--- config.mk ---
export PLATFORM = sky130hd
export DESIGN_NAME = packet_stream_arbiter
export DESIGN_NICKNAME = d
export VERILOG_FILES = /design/src/rtl/packet_chopper_pkg.sv /design/src/rtl/packet_stream_arbiter_rr_picker.sv /design/src/rtl/packet_stream_arbiter.sv
export SDC_FILE = /design/constraint.sdc
export NUM_CORES = 1
export LEC_CHECK = 0
export ABC_CLOCK_PERIOD_IN_PS = 2520
export CAP_MARGIN = 10
export CORE_AREA = 2 2 149 151
export DETAILED_ROUTE_END_ITERATION = 10
export DIE_AREA = 0 0 151 153
export PLACE_DENSITY = 0.74
export SYNTH_ARGS = -nofsm -noshare
export SYNTH_HDL_FRONTEND = slang
export SYNTH_HIERARCHICAL = 1
export SYNTH_SLANG_ARGS = --single-unit
--- constraint.sdc ---
create_clock -name Clk -period 2.52 [get_ports Clk]
set_input_delay 0.378 -clock Clk [delete_from_list [all_inputs] [get_ports Clk]]
set_output_delay 0.378 -clock Clk [all_outputs]
set_load 0.05 [all_outputs]
--- src/rtl/packet_chopper_pkg.sv ---
// Shared types and sizing helpers for the packet chopper front-end arbiter.
// The timeout logic in the arbiter is enabled by defining PKT_ARB_TIMEOUT_EN.
package packet_chopper_pkg;

    typedef enum logic [1:0] {
        ARB_IDLE  = 2'd0,
        ARB_PASS  = 2'd1,
        ARB_FLUSH = 2'd2
    } arbState_t;

    function automatic int unsigned idxWidth(input int unsigned n);
        return (n > 1) ? $clog2(n) : 1;
    endfunction

    function automatic int unsigned cntWidth(input int unsigned limit);
        return $clog2(limit + 1);
    endfunction

    // Default stall limit and the counter width it needs.
    localparam int unsigned ARB_TIMEOUT_CYCLES = 1024;
    localparam int unsigned ARB_TO_CNT_W       = $clog2(ARB_TIMEOUT_CYCLES + 1);

endpackage

--- src/rtl/packet_stream_arbiter_rr_picker.sv ---
// Combinational round-robin search: first requester after ptr, wrapping modulo NUM_SRC.
module rr_picker #(
    parameter int unsigned NUM_SRC = 4,
    parameter int unsigned IDX_W   = 2
) (
    input  logic [NUM_SRC-1:0] req,
    input  logic [IDX_W-1:0]   ptr,
    output logic               found,
    output logic [IDX_W-1:0]   idx
);

    logic [IDX_W-1:0] candIdx;

    always_comb begin
        found   = 1'b0;
        idx     = '0;
        candIdx = '0;
        for (int unsigned off = 1; off <= NUM_SRC; off++) begin
            candIdx = IDX_W'((32'(ptr) + off) % NUM_SRC);
            if (!found && req[candIdx]) begin
                found = 1'b1;
                idx   = candIdx;
            end
        end
    end

endmodule

--- src/rtl/packet_stream_arbiter.sv ---
// Packet-granular round-robin arbiter feeding the packet chopper input bus.
// Define PKT_ARB_TIMEOUT_EN to add the stall counter and FLUSH state.
module packet_stream_arbiter
    import packet_chopper_pkg::*;
#(
    parameter int unsigned DATA_WIDTH     = 64,
    parameter int unsigned NUM_SRC        = 4,
    parameter int unsigned TIMEOUT_CYCLES = 1024
) (
    input  logic                              Clk,
    input  logic                              Rst,
    input  logic [NUM_SRC-1:0]                Src_Val,
    input  logic [NUM_SRC-1:0]                Src_Sop,
    input  logic [NUM_SRC-1:0]                Src_Eop,
    input  logic [NUM_SRC*DATA_WIDTH/8-1:0]   Src_Mod,
    input  logic [NUM_SRC*DATA_WIDTH-1:0]     Src_Dat,
    output logic [NUM_SRC-1:0]                Src_Rdy,
    output logic                              Out_Val,
    output logic                              Out_Sop,
    output logic                              Out_Eop,
    output logic [DATA_WIDTH/8-1:0]           Out_Mod,
    output logic [DATA_WIDTH-1:0]             Out_Dat,
    input  logic                              Out_Rdy,
    output logic [idxWidth(NUM_SRC)-1:0]      Grant_Id,
    output logic                              Busy,
    output logic                              Error
);

    localparam int unsigned MOD_W = DATA_WIDTH / 8;
    localparam int unsigned GW    = idxWidth(NUM_SRC);

    arbState_t state, stateNxt;

    logic [GW-1:0]         ptr;
    logic [GW-1:0]         winIdx;
    logic                  winFound;
    logic                  firstBeat;
    logic                  free;
    logic                  accept;
    logic                  strayErr;
    logic                  seqErr;
    logic                  flushLoad;
    logic [NUM_SRC-1:0]    srcRdy;
    logic [DATA_WIDTH-1:0] srcDat [NUM_SRC];
    logic [MOD_W-1:0]      srcMod [NUM_SRC];

    assign free = !Out_Val || Out_Rdy;

    always_comb begin
        for (int unsigned s = 0; s < NUM_SRC; s++) begin
            srcDat[s] = Src_Dat[s*DATA_WIDTH +: DATA_WIDTH];
            srcMod[s] = Src_Mod[s*MOD_W +: MOD_W];
        end
    end

    rr_picker #(
        .NUM_SRC (NUM_SRC),
        .IDX_W   (GW)
    ) uPicker (
        .req   (Src_Val & Src_Sop),
        .ptr   (ptr),
        .found (winFound),
        .idx   (winIdx)
    );

`ifdef PKT_ARB_TIMEOUT_EN
    localparam int unsigned CNT_W = cntWidth(TIMEOUT_CYCLES);

    logic [CNT_W-1:0] stallCnt;
    logic             stallHit;

    // Trips on the idle cycle that brings the count up to TIMEOUT_CYCLES.
    assign stallHit = (state == ARB_PASS) && !Src_Val[Grant_Id]
                   && (stallCnt == CNT_W'(TIMEOUT_CYCLES - 1));

    always_ff @(posedge Clk or posedge Rst) begin
        if (Rst)                                      stallCnt <= '0;
        else if (accept || state != ARB_PASS)         stallCnt <= '0;
        else if (!Src_Val[Grant_Id])                  stallCnt <= stallCnt + 1'b1;
    end
`endif

    always_comb begin
        stateNxt  = state;
        srcRdy    = '0;
        accept    = 1'b0;
        strayErr  = 1'b0;
        flushLoad = 1'b0;
        case (state)
            ARB_IDLE: begin
                srcRdy   = Src_Val & ~Src_Sop;
                strayErr = |srcRdy;
                if (winFound) stateNxt = ARB_PASS;
            end
            ARB_PASS: begin
                srcRdy[Grant_Id] = free;
                accept           = Src_Val[Grant_Id] && free;
                if (accept && Src_Eop[Grant_Id]) stateNxt = ARB_IDLE;
`ifdef PKT_ARB_TIMEOUT_EN
                else if (stallHit)               stateNxt = ARB_FLUSH;
`endif
            end
`ifdef PKT_ARB_TIMEOUT_EN
            ARB_FLUSH: begin
                flushLoad = free;
                if (free) stateNxt = ARB_IDLE;
            end
`endif
            default: stateNxt = ARB_IDLE;
        endcase
    end

    assign seqErr  = accept && Src_Sop[Grant_Id] && !firstBeat;
    assign Src_Rdy = Rst ? '0 : srcRdy;
    assign Busy    = (state != ARB_IDLE);

    always_ff @(posedge Clk or posedge Rst) begin
        if (Rst) begin
            state     <= ARB_IDLE;
            ptr       <= GW'(NUM_SRC - 1);
            Grant_Id  <= '0;
            firstBeat <= 1'b0;
            Error     <= 1'b0;
            Out_Val   <= 1'b0;
            Out_Sop   <= 1'b0;
            Out_Eop   <= 1'b0;
            Out_Mod   <= '0;
            Out_Dat   <= '0;
        end else begin
            state <= stateNxt;
            Error <= strayErr || seqErr || flushLoad;
            if (state == ARB_IDLE && winFound) begin
                Grant_Id  <= winIdx;
                ptr       <= winIdx;
                firstBeat <= 1'b1;
            end else if (accept) begin
                firstBeat <= 1'b0;
            end
            if (free) begin
                if (accept) begin
                    Out_Val <= 1'b1;
                    Out_Sop <= Src_Sop[Grant_Id];
                    Out_Eop <= Src_Eop[Grant_Id];
                    Out_Mod <= srcMod[Grant_Id];
                    Out_Dat <= srcDat[Grant_Id];
                end else if (flushLoad) begin
                    Out_Val <= 1'b1;
                    Out_Sop <= 1'b0;
                    Out_Eop <= 1'b1;
                    Out_Mod <= '0;
                    Out_Dat <= '0;
                end else begin
                    Out_Val <= 1'b0;
                end
            end
        end
    end

endmodule
Word level (Yosys, flattened, before mapping):

Index checks and enable logic that the tools add are counted.

* $add $sub $neg: 4
* reductions and logical operators: 22
* muxes and demuxes: 40
* bitwise logic cells: 5
* magnitude comparators: 7
* equal/unequal tests: 3

Operator list (number)
* $bmux W64 S2: 1
* $mux W64: 2
* $mux W1: 17
* $bmux W8 S2: 1
* $mux W8: 2
* $lt A2 B3 Y1 const B: 5
* $bmux W1 S2: 7
* $and A4 B4 Y4: 3
* $mux W2: 6
* $logic_and A1 B1 Y1: 9
* $pmux W4 S2: 1
* $logic_not A1 Y1: 5
* $add A2 B1 Y2 const B: 2
* $add A2 B2 Y2 const B: 2
* $mux W4: 1
* $ne A2 B2 Y1 const B: 2
* $not A4 Y4: 1
* $pmux W2 S2: 1
* $reduce_and A2 Y1: 2
* $reduce_bool A2 Y1: 2
* $reduce_or A4 Y1: 1
* $ge A3 B3 Y1 const B: 1
* $not A2 Y3: 1
* $demux W1 S2: 1
* other kinds (4): 5

* output and inout port bits: 83
* input bits: 303
* register bits after elaboration: 83

Logic depth before layout (Yosys ltp):

Gate-level depths: netlist (run 1).

* depth after elaboration: 15
* gate-level depth with buffers: 7
* mapped depth without buffers: 6

By module:

Netlist (run 1), hierarchy kept.

By module, submodules not included
* packet_stream_arbiter: area an instance 5091.1 sq um, instances 1, cells an instance 304
* rr_picker: area an instance 91.3 sq um, instances 1, cells an instance 14

Worst setup path before layout (run 1):

Ideal clock, no wire load.

* kind: reg-to-output
* start: register Grant_Id[1]
* end: output Src_Rdy[2]
* setup slack: -292 ps
* stages on the path, launching flop included: 7
* arrival time: 2434 ps
* required time: 2142 ps
* cells stage by stage: dfrtp_1 > buf_2 > buf_2 > buf_2 > inv_1 > or2_2 > a21oi_1

* longest elaborated chain between the ends: 7
* elaborated cells on any way between the ends: 8
* classes of those cells: order compare (2); mux (4); bitwise (1); reduce/logical (1)

RTL lines
* start, declared: line packet_stream_arbiter.sv:24 `output logic [idxWidth(NUM_SRC)-1:0] Grant_Id,`
* start signal, assigned: line packet_stream_arbiter.sv:133 `Grant_Id <= winIdx;`
* $lt A2 B3 Y1 (not written as such) or $ge A2 B1 Y1 (tied branches): line packet_stream_arbiter.sv:96 `srcRdy[Grant_Id] = free;`
* $logic_and A1 B1 Y1 (not written as such): line packet_stream_arbiter.sv:96
* $mux W1 (not written as such): line packet_stream_arbiter.sv:96
* $demux W1 S2 *: line packet_stream_arbiter.sv:96
* $and A4 B4 Y4 (no line) *
* $pmux W4 S2 *: line packet_stream_arbiter.sv:89 `case (state)`
* $mux W4 *: line packet_stream_arbiter.sv:114 `assign Src_Rdy = Rst ? '0 : srcRdy;`
* end, declared: line packet_stream_arbiter.sv:17 `output logic [NUM_SRC-1:0] Src_Rdy,`

Every way passes the cells marked *; elsewhere a longest branch is shown, timed or not.

Worst setup path after layout (run 1):

* start: register Grant_Id[1]
* end: output Grant_Id[1]

No word-level cell between the ends.

==> results of run 1 <==
## power groups by stage
stage | registers [mW] | logic (mW) | clock network (mW)
floorplan | 4.69 | 3.57 | 0
global route | 2.63 | 8.61 | 1.49
detailed placement | 2.57 | 8.34 | 0
finish | 2.54 | 8.20 | 1.38
global placement | 2.55 | 8.25 | 0
CTS | 2.55 | 8.34 | 1.45
## registers in the layout, summed over array words and instances (netlist names)
name       cells
Out_Dat       64
Out_Val        1
state          1
Out_Mod        8
Grant_Id       2
Error          1
ptr            2
Out_Sop        1
firstBeat      1
Out_Eop        1
## per-layer routing
| layer | GRT usage | vias to the layer above |
|---|---|---|
| met5 | 0 | - |
| li1 | - | 2023 |
| met1 | 0.1826 | 2171 |
| met2 | 0.2690 | 208 |
| met4 | 0.04806 | 0 |
| met3 | 0.03910 | 16 |
## final cells by class
type / instances / area, um2 / area share
antenna: 1 / 2.502 / 0.0002575
clock buffer: 9 / 225.2 / 0.02317
clock inverter: 7 / 82.58 / 0.008497
inverter: 6 / 25.02 / 0.002575
multi-input combinational: 203 / 2937 / 0.3022
sequential: 82 / 2062 / 0.2122
tap: 280 / 350.3 / 0.03605
timing repair buffer: 394 / 4034 / 0.4151
## layout by cell type (no fill, tap or decap), types with 5 or more instances in the layout
cell                              count
sky130_fd_sc_hd__buf_12              10
sky130_fd_sc_hd__mux2i_1              5
sky130_fd_sc_hd__nor2_1               5
sky130_fd_sc_hd__mux2_2              59
sky130_fd_sc_hd__inv_1                5
sky130_fd_sc_hd__clkdlybuf4s50_1    380
sky130_fd_sc_hd__mux4_2              71
sky130_fd_sc_hd__nand2_1             12
sky130_fd_sc_hd__clkbuf_16            9
sky130_fd_sc_hd__dfrtp_1             78
sky130_fd_sc_hd__mux2_4              15
## logic make-up after synthesis
| logic type | count (synthesis) |
|---|---|
| mux | 152 |
| flops | 82 |
| simple gates | 36 |
| buf+inv | 33 |
| compound gates | 15 |
## through the flow
stage	cell area, um2	total power, mW	setup slack, ns	cells	util
after global placement	9408	10.80	0.3861	965	0.4379
after global routing	9718	12.74	0.2630	982	0.4523
after detailed placement	9408	10.90	0.3841	965	0.4379
final	9718	12.12	0.3284	982	0.4523
after floorplan	5196	8.265	0.03687	318	-
after CTS	9716	12.35	0.2987	981	0.4522
## worst paths after layout
check / to / startpoint / slack (ns)
max: Grant_Id[1] / Grant_Id[1] / 0.33
min: ptr[0] / ptr[0] / 0.49
max reg2reg: Out_Dat[41] / Grant_Id[0] / 0.59
min reg2reg: ptr[0] / ptr[0] / 0.49
max in group asynchronous: Out_Dat[15] / Rst / 1.41
min in group asynchronous: firstBeat / Rst / 0.56
==> reports/summary.md, run 1 <==
## Outcome
* finished clean — run status

## Global route
* 1 — number of antenna violations at the first check in global routing
* 4802 — via count of the first global-routing pass
* 0 — global route total overflow
* 27030 um — global-route wire length before repair
* 64 — maximum number of pins on one net before global-route repair
* 0.1533 — GRT Overall Usage

## Power and ir drop
* 1554 uV — worst vdd rail ir drop
* 1247 mW/mm2 — power density of the placed cells
* 5.379 mW — total net switching power
* 6.741 mW — P_int
* 3.702 nW — static power due to leakage
* 0.4438 — Sw Ratio
* 0.677 — combinational share of power
* 0.114 — relative contribution of the clock network to total power
* 0.209 — Reg power frac

## Floorplan
* 151 um — DIE WIDTH
* 0.02310 mm2 — Total Die Area
* 386 — number of primary I/O pins
* 0.02149 mm2 — Core Box Area
* 54 — total number of placement rows
* 0.2412 — Initial Utilization
* 153 um — chip height

## Yosys
* sky130_fd_sc_hd__dfrtp_1 — most frequent cell after synthesis
* 0 — Synth Area in Adders
* sky130_fd_sc_hd__dfrtp_1 — commonest register cell after synthesis
* 0.03863 — simple-gate share of the synthesized area
* 621 — Mapped Nets
* 0.02366 — complex-gate fraction of the synthesized area
* sky130_fd_sc_hd__dfrtp_1 39%, sky130_fd_sc_hd__mux4_2 31%, sky130_fd_sc_hd__mux2_2 13% — biggest area contributors in the synthesized netlist
* 0 — number of enable flip-flop cells after synthesis
* 16.30 um2 — mean post-synth cell area
* 0 — xor and xnor area share after synthesis
* 1.000 — ys async rst share
* 0.005182 mm2 — post-synth design cell area
* sky130_fd_sc_hd__dfrtp_1 — post-synth top area cell
* 6 — count of synthesis-stage warnings from yosys
* 82 — flops & latches, synth
* multiplexers — combinational family with the most area after synthesis
* 0.3964 — share of the yosys chip area belonging to registers
* 0.5000 — share of cell area taken by muxes after synthesis
* 32 — Distinct cells, synth
* 0.3863 — area share of the largest cell type after synthesis
* 80 x sky130_fd_sc_hd__dfrtp_1, 71 x sky130_fd_sc_hd__mux4_2, 59 x sky130_fd_sc_hd__mux2_2 — leading post-synthesis cells by instance count
* 318 — cell count after synthesis

## Clock network
* 3 — depth of the CTS H-tree
* 9 — CTS buffer count
* 0 — hold buffers post-CTS
* 82 — clock sink total
* 0.35 ns — worst skew pair latency
* yes — CTS tree
* 2 — maximum count of clock buffers along a single path
* 0 — post-CTS setup buffer count
* 0 — # resized after CTS
* 0.06 ns — CTS clk-pin slew, worst paths
* sky130_fd_sc_hd__clkbuf_16 — root cell of the clock tree

## Setup path
* sky130_fd_sc_hd__clkdlybuf4s50_1 — library cell contributing the largest single delay on the critical path
* 1 — WP depth
* clkdlybuf4s50_1 — worst-path cell chain
* 3 — Register-to-Register Path Depth
* 1 — worst path bufs/invs
* 1.81 ns — data arrival time at the worst-slack endpoint
* register — kind of start point of the critical path
* reg -> out — startpoint-to-endpoint class of the critical path
* buffers and inverters — family with the most delay on the worst path
* primary output — CP endpoint kind
* 19 — critical path fanouts, max
* 2.14 ns — data required time at the worst endpoint
* 0.87 ns — maximum cell stage delay along the critical path

## Placed design
* 14800 um — placed wire-length estimate after detailed placement
* 385 — PortBufs
* 0.8198 — final weighted congestion in routability-driven placement

## Routing
* 1687 um — Routed met3 length
* met4 — top sig layer
* 4418 — via count
* 135 — violation count after the first detailed-routing iteration
* 4.499 — post-detailed-route via-to-cell ratio
* 9179 um — Routed met2 length
* 0 — remaining antenna violation count after routing
* 18110 um — total detailed-routing wirelength
* 6959 um — total routed wire length on the met1 layer
* 0 — DR DRC count
* 4 — detailed-router iteration count before antenna repair
* 18.44 um — WL per Instance

## Min path
* reg -> reg — worst hold-check path type
* 2 — Hold Path Cell Cnt

## STA
* 0 — Final Hold Fails
* 0 — Pins Over Slew Limit
* 0.5899 ns — transition time of the tightest slew-check pin
* 0.8697 — period utilization
* 0.01016 ns — final clock skew
* 0 — final setup fails
* 0.4864 ns — hold slack
* 0.6055 — max-slew headroom at the worst pin
* 2.192 ns — minimum clock period
* 456.3 MHz — maximum clock frequency
* false — setup repair after global routing missed its margin
* 0 ns — final total negative setup slack

## Cells and area
* 999 — NumNets Final
* 87.52% — synthesis-to-layout area growth
* 0.2696 — ratio of cells with drive above 1 in the final layout
* 1996 — total of fill cells in the finished design

## Flow run
* 0 — Max Cap Viol

No activity file was read; power rests on OpenSTA's default activity.
==> run 2, diff against run 1 <==
--- a/config.mk
+++ b/config.mk
@@ -7,11 +7,10 @@
 export LEC_CHECK = 0
 export ABC_CLOCK_PERIOD_IN_PS = 2520
 export CAP_MARGIN = 10
-export CORE_AREA = 2 2 149 151
+export CORE_AREA = 2 2 152 154
 export DETAILED_ROUTE_END_ITERATION = 10
-export DIE_AREA = 0 0 151 153
-export PLACE_DENSITY = 0.74
+export DIE_AREA = 0 0 154 156
+export PLACE_DENSITY = 0.71
 export SYNTH_ARGS = -nofsm -noshare
 export SYNTH_HDL_FRONTEND = slang
-export SYNTH_HIERARCHICAL = 1
 export SYNTH_SLANG_ARGS = --single-unit
==> run 2 against run 1 <==
Cell count shrank 0.10%. Fmax rose by 1.7%. Sequential cell count unchanged. Total power shrank 2.0%. Largest cell class unchanged. Highest routed layer unchanged.
==> reports/summary.md, run 2 <==
## Outcome
* finished clean — run status

## Routing
* 4.573 — post-detailed-route via-to-cell ratio
* 18.80 um — WL per Instance
* 4 — detailed-router iteration count before antenna repair
* 0 — remaining antenna violation count after routing
* 18450 um — total detailed-routing wirelength
* 204 — violation count after the first detailed-routing iteration
* 0 — DR DRC count
* 4486 — via count

## Clock network
* 82 — clock sink total
* 0 — hold buffers post-CTS
* 0 — post-CTS setup buffer count
* 0.06 ns — CTS clk-pin slew, worst paths
* 0.34 ns — worst skew pair latency
* yes — CTS tree
* 0 — # resized after CTS
* 9 — CTS buffer count
* 2 — maximum count of clock buffers along a single path
* sky130_fd_sc_hd__clkbuf_16 — root cell of the clock tree
* 3 — depth of the CTS H-tree

## Min path
* reg -> reg — worst hold-check path type
* 2 — Hold Path Cell Cnt
* firstBeat — startpoint of the most critical hold path
* firstBeat — worst min-delay path endpoint

## Yosys
* 0 — number of enable flip-flop cells after synthesis
* 0.005084 mm2 — post-synth design cell area
* 82 — flops & latches, synth
* 0.3938 — area share of the largest cell type after synthesis
* 314 — cell count after synthesis
* sky130_fd_sc_hd__dfrtp_1 39%, sky130_fd_sc_hd__mux4_2 33%, sky130_fd_sc_hd__mux2_2 16% — biggest area contributors in the synthesized netlist
* sky130_fd_sc_hd__dfrtp_1 — commonest register cell after synthesis
* 16.19 um2 — mean post-synth cell area
* 1.000 — ys async rst share
* 34 — Distinct cells, synth
* 80 x sky130_fd_sc_hd__dfrtp_1, 74 x sky130_fd_sc_hd__mux4_2, 70 x sky130_fd_sc_hd__mux2_2 — leading post-synthesis cells by instance count
* sky130_fd_sc_hd__dfrtp_1 — post-synth top area cell
* 617 — Mapped Nets
* 0.4041 — share of the yosys chip area belonging to registers
* sky130_fd_sc_hd__dfrtp_1 — most frequent cell after synthesis
* 0 — count of synthesis-stage warnings from yosys

## Setup path
* 2 — worst path bufs/invs
* Grant_Id[0] — origin of the critical flop-to-flop path
* register — kind of start point of the critical path
* 4 — Register-to-Register Path Depth
* 0.46 ns — maximum cell stage delay along the critical path
* flip-flops — family with the most delay on the worst path
* buf_12 > nand3_1 > o22a_1 > nor2_1 > buf_12 — worst-path cell chain
* reg -> out — startpoint-to-endpoint class of the critical path
* 0.63 ns — setup slack of the most critical reg-to-reg path
* Out_Dat[50] — worst reg2reg endpoint
* 2.14 ns — data required time at the worst endpoint
* 1.78 ns — data arrival time at the worst-slack endpoint
* sky130_fd_sc_hd__buf_12 — CP most frequent cell
* 40 — critical path fanouts, max
* primary output — CP endpoint kind
* sky130_fd_sc_hd__dfrtp_4 — library cell contributing the largest single delay on the critical path

## Cells and area
* Out_Dat — register with the highest flop count
* 0.2658 — ratio of cells with drive above 1 in the final layout
* 995 — NumNets Final
* 0.009620 mm2 — final cell area excluding filler cells
* 89.24% — synthesis-to-layout area growth
* sky130_fd_sc_hd__clkdlybuf4s50_1 — commonest non-fill, non-tap cell in the layout
* 0 — antenna cells
* Out_Dat: 64 flops, Out_Mod: 8 flops — largest registers
* 2067 — total of fill cells in the finished design
* 981 — final cell count without fillers
* 64 — number of flip-flops under the largest register name
* 380 x sky130_fd_sc_hd__clkdlybuf4s50_1, 78 x sky130_fd_sc_hd__dfrtp_1, 74 x sky130_fd_sc_hd__mux4_2 — commonest cells after routing, fill and taps aside

## Floorplan
* 0.2273 — Initial Utilization
* 154 um — DIE WIDTH
* 386 — number of primary I/O pins
* 55 — total number of placement rows
* 156 um — chip height
* 0.02402 mm2 — Total Die Area
* 0.02237 mm2 — Core Box Area

## Power and ir drop
* 3.591 nW — static power due to leakage
* 787.3 uV — worst vdd rail ir drop
* 1235 mW/mm2 — power density of the placed cells

## Placed design
* 0.009311 mm2 — DP Area
* 0.8082 — final weighted congestion in routability-driven placement
* 15080 um — placed wire-length estimate after detailed placement
* 966 — number of cells in the design after placement
* 385 — PortBufs
* 0.2129 ns — post-place setup slack

## Global route
* 0 — global route total overflow
* 0 — number of antenna violations at the first check in global routing
* 27900 um — global-route wire length before repair
* 4978 — via count of the first global-routing pass
* 0.2656 — GR Util met2
* 0.04389 — met3 track demand over resource
* met2 — global route hottest layer
* 0.1518 — GRT Overall Usage
* 83 — maximum number of pins on one net before global-route repair
* 0.1772 — met1 capacity usage during global routing

## Flow run
* 0 — Max Cap Viol

## STA
* false — setup repair after global routing missed its margin
* 0 — Final Hold Fails
* 0 — final setup fails
* 0 ns — final total negative setup slack
* 0 — Pins Over Slew Limit
* 464.1 MHz — maximum clock frequency
* 0.8551 — period utilization
* 2.155 ns — minimum clock period
* 0.01038 ns — final clock skew
* 0.5696 — max-slew headroom at the worst pin
* 0.3652 ns — crit path setup slack, layout
* 0.6436 ns — transition time of the tightest slew-check pin

## run 2: cell count changes after synthesis, sizes merged, moves of 4 or more
cell / before / now
a21oi: 5 / 1
and2: 4 / 0
mux2i: 5 / 1
inv: 6 / 2
## run 2: power breakdown
part | internal (mW) | switching (mW)
sequential | 2.05 | 0.397
combinational | 3.72 | 4.32
clock | 0.861 | 0.532
## run 2: worst max path at each step
stage / from / to / cells past startpoint
floorplan: Rst / Error / 1
global placement: Src_Val[1] / Out_Dat[38] / 5
detailed placement: Src_Val[1] / Out_Dat[46] / 5
CTS: Grant_Id[0] / Src_Rdy[1] / 5
global route: Grant_Id[0] / Src_Rdy[1] / 5
finish: Grant_Id[0] / Src_Rdy[1] / 5
## run 2: cell families (layout without fill, tap and decap cells)
logic type | after synthesis | after routing | share of synthesized area
flops | 82 | 82 | 0.4041
simple gates | 34 | 34 | 0.03372
compound gates | 20 | 20 | 0.02978
buf+inv | 29 | 411 | 0.03569
mux | 149 | 149 | 0.4967
## run 2: worst min-delay path: cells and delay by family (launching register included)
family	cells	cell delay, ns
DFF	1	0.34
and+or+nand+nor	2	0.10
## run 2: area by class of cell
| cell class | count | area [um2] | share of cell area |
|---|---|---|---|
| repair buffers | 394 | 4021 | 0.4180 |
| multi-input cells | 203 | 2863 | 0.2976 |
| flip-flops and latches | 82 | 2062 | 0.2143 |
| well taps | 285 | 356.6 | 0.03707 |
| clock buffers | 10 | 229.0 | 0.02380 |
| clock inverters | 5 | 80.08 | 0.008324 |
| inverters | 2 | 8.758 | 0.0009104 |
## run 2: through the flow
stage / util / hold WS, ns / power [mW]
floorplan: - / 0.4378 / 7.997
global placement: 0.4163 / 0.4597 / 10.52
detailed placement: 0.4163 / 0.4611 / 10.63
CTS: 0.4302 / 0.4828 / 12.08
global route: 0.4302 / 0.4935 / 12.52
finish: 0.4302 / 0.4794 / 11.88
## run 2: routing by layer
layer  up-vias  wire length, um
li1       2020                -
met1      2231             7098
met2       212             9422
met3        23             1554
met4         0              370
met5         -                0
==> run 3, diff against run 2 <==
--- a/config.mk
+++ b/config.mk
@@ -11,6 +11,7 @@
 export DETAILED_ROUTE_END_ITERATION = 10
 export DIE_AREA = 0 0 154 156
 export PLACE_DENSITY = 0.71
+export SLEW_MARGIN = 10
 export SYNTH_ARGS = -nofsm -noshare
 export SYNTH_HDL_FRONTEND = slang
 export SYNTH_SLANG_ARGS = --single-unit
==> constraint.sdc (replaced) <==
create_clock -name Clk -period 2.52 [get_ports Clk]
set_input_delay 0.378 -clock Clk [delete_from_list [all_inputs] [get_ports Clk]]
set_output_delay 0.378 -clock Clk [all_outputs]
set_load 0.02 [all_outputs]
==> run 3 against run 2 <==
Final area fell by 0.49%. Wire length rose by 1.6%. Via count fell by 0.11%. Non-clock buffer count rose by 4. Sequential power barely moved. Clock power decreased by 6%. Core utilization decreased by 0.21 points. Die area did not move. Total power is 14% lower. Sequential share of layout area is 0.11 points higher. Largest cell class unchanged. Largest power group unchanged. Highest routed layer unchanged.
==> reports/summary.md, run 3 (synthesized netlist as in run 2, its figures left out) <==
## Outcome
* finished clean — run status

## STA
* 0.1243 ns — crit path setup slack, layout
* 417.4 MHz — maximum clock frequency
* 0 — Final Hold Fails
* 0.4721 ns — hold slack
* 0 — final setup fails
* 0 ns — final total negative setup slack
* 0.5519 ns — transition time of the tightest slew-check pin
* 0.6321 — max-slew headroom at the worst pin
* 0.01004 ns — final clock skew
* false — setup repair after global routing missed its margin
* 0 — Pins Over Slew Limit
* 0.9507 — period utilization
* 2.396 ns — minimum clock period

## Setup path
* input pin — kind of start point of the critical path
* 3 — Register-to-Register Path Depth
* clkdlybuf4s50_1 > nand2b_1 > o22a_1 > nor2_1 > clkdlybuf4s50_1 — worst-path cell chain
* Src_Val[1] — launching element of the worst setup path
* 5 — WP depth
* 0.49 ns — setup slack of the most critical reg-to-reg path
* Src_Rdy[1] — worst setup path endpoint
* Out_Dat[38] — worst reg2reg endpoint
* sky130_fd_sc_hd__clkdlybuf4s50_1 — CP most frequent cell
* sky130_fd_sc_hd__clkdlybuf4s50_1 — library cell contributing the largest single delay on the critical path
* 2 — worst path bufs/invs
* 6 — critical path fanouts, max
* 0.61 ns — maximum cell stage delay along the critical path
* Grant_Id[0] — origin of the critical flop-to-flop path
* primary output — CP endpoint kind
* buffers and inverters — family with the most delay on the worst path
* in -> out — startpoint-to-endpoint class of the critical path
* 2.14 ns — data required time at the worst endpoint
* 2.02 ns — data arrival time at the worst-slack endpoint

## Floorplan
* 154 um — DIE WIDTH
* 0.02237 mm2 — Core Box Area
* 386 — number of primary I/O pins
* 156 um — chip height
* 0.02402 mm2 — Total Die Area
* 55 — total number of placement rows
* 0.2273 — Initial Utilization

## Cells and area
* 999 — NumNets Final
* Out_Dat: 64 flops, Out_Mod: 8 flops — largest registers
* Out_Dat — register with the highest flop count
* 64 — number of flip-flops under the largest register name
* 0.2586 — ratio of cells with drive above 1 in the final layout
* 88.31% — synthesis-to-layout area growth
* 985 — final cell count without fillers
* sky130_fd_sc_hd__clkdlybuf4s50_1 — commonest non-fill, non-tap cell in the layout
* 384 x sky130_fd_sc_hd__clkdlybuf4s50_1, 78 x sky130_fd_sc_hd__dfrtp_1, 74 x sky130_fd_sc_hd__mux4_2 — commonest cells after routing, fill and taps aside
* 0 — antenna cells
* 2097 — total of fill cells in the finished design

## Clock network
* 0.34 ns — worst skew pair latency
* 3 — depth of the CTS H-tree
* 9 — CTS buffer count
* 0 — hold buffers post-CTS
* 2 — maximum count of clock buffers along a single path
* yes — CTS tree
* 0.06 ns — CTS clk-pin slew, worst paths
* 82 — clock sink total
* sky130_fd_sc_hd__clkbuf_16 — root cell of the clock tree

## Routing
* 177 — violation count after the first detailed-routing iteration
* 4 — detailed-router iteration count before antenna repair
* 0 — DR DRC count
* 19.03 um — WL per Instance
* 4.549 — post-detailed-route via-to-cell ratio
* 18740 um — total detailed-routing wirelength
* 4481 — via count
* 0 — remaining antenna violation count after routing

## Flow run
* 0 — Max Cap Viol

## Placed design
* 0.8084 — final weighted congestion in routability-driven placement
* 15190 um — placed wire-length estimate after detailed placement
* 0.1136 ns — post-place setup slack
* 970 — number of cells in the design after placement
* 385 — PortBufs

## Global route
* 83 — maximum number of pins on one net before global-route repair
* 4770 — via count of the first global-routing pass
* 27780 um — global-route wire length before repair
* 0 — number of antenna violations at the first check in global routing
* 0.1514 — GRT Overall Usage
* 0 — global route total overflow

## Min path
* reg -> reg — worst hold-check path type
* 2 — Hold Path Cell Cnt

## Power and ir drop
* 3.599 nW — static power due to leakage
* 612.8 uV — worst vdd rail ir drop
* 1069 mW/mm2 — power density of the placed cells

==> run 3: power by group <==
group / switching (mW) / internal [mW] / leakage (nW) / total [mW]
Combinational: 2.74 / 3.70 / 2.50 / 6.44
Clock: 0.550 / 0.762 / 0.138 / 1.31
Sequential: 0.428 / 2.05 / 0.957 / 2.48
==> run 3: final cells by class <==
cell class | instances | area [um2] | area share
Timing Repair Buffer | 398 | 4004 | 0.4182
Inverter | 2 | 10.01 | 0.001046
Clock buffer | 10 | 229.0 | 0.02392
Clock inverter | 5 | 56.30 | 0.005882
Multi-Input combinational cell | 203 | 2855 | 0.2983
Tap cell | 285 | 356.6 | 0.03725
Sequential cell | 82 | 2062 | 0.2154
==> run 3: how the worst min path moves through the flow <==
stage,start,end,slack (ns)
floorplan,firstBeat,firstBeat,0.44
global placement,firstBeat,firstBeat,0.45
detailed placement,firstBeat,firstBeat,0.46
CTS,firstBeat,firstBeat,0.47
global route,Out_Dat[7],Out_Dat[7],0.51
finish,firstBeat,firstBeat,0.47
==> run 3: per-stage QoR <==
step                instance area (um2)  total power [mW]    util
finish                             9573             10.24  0.4280
floorplan                          5084             6.463       -
detailed placement                 9285             9.037  0.4152
global placement                   9285             8.965  0.4152
CTS                                9570             10.41  0.4279
global route                       9573             10.84  0.4280
==> run 3: routing by layer <==
layer	wire length, um	vias up	global-route usage
met4	169	0	0.03293
met3	1561	13	0.05028
met1	7236	2236	0.1784
met5	0	-	0
li1	-	2031	-
met2	9776	201	0.2688
==> run 3: repair_timing <==
action,CTS,global route
setup endpoints to repair,0,1
gates resized for setup,0,1
hold endpoints to repair,0,0
buffers inserted,0,0
==> run 3: worst register-to-register path: stages, from the launching register on <==
cell and delay (ns):
sky130_fd_sc_hd__dfrtp_4 0.52, sky130_fd_sc_hd__buf_4 0.50, sky130_fd_sc_hd__mux4_2 0.62, sky130_fd_sc_hd__mux2_2 0.27
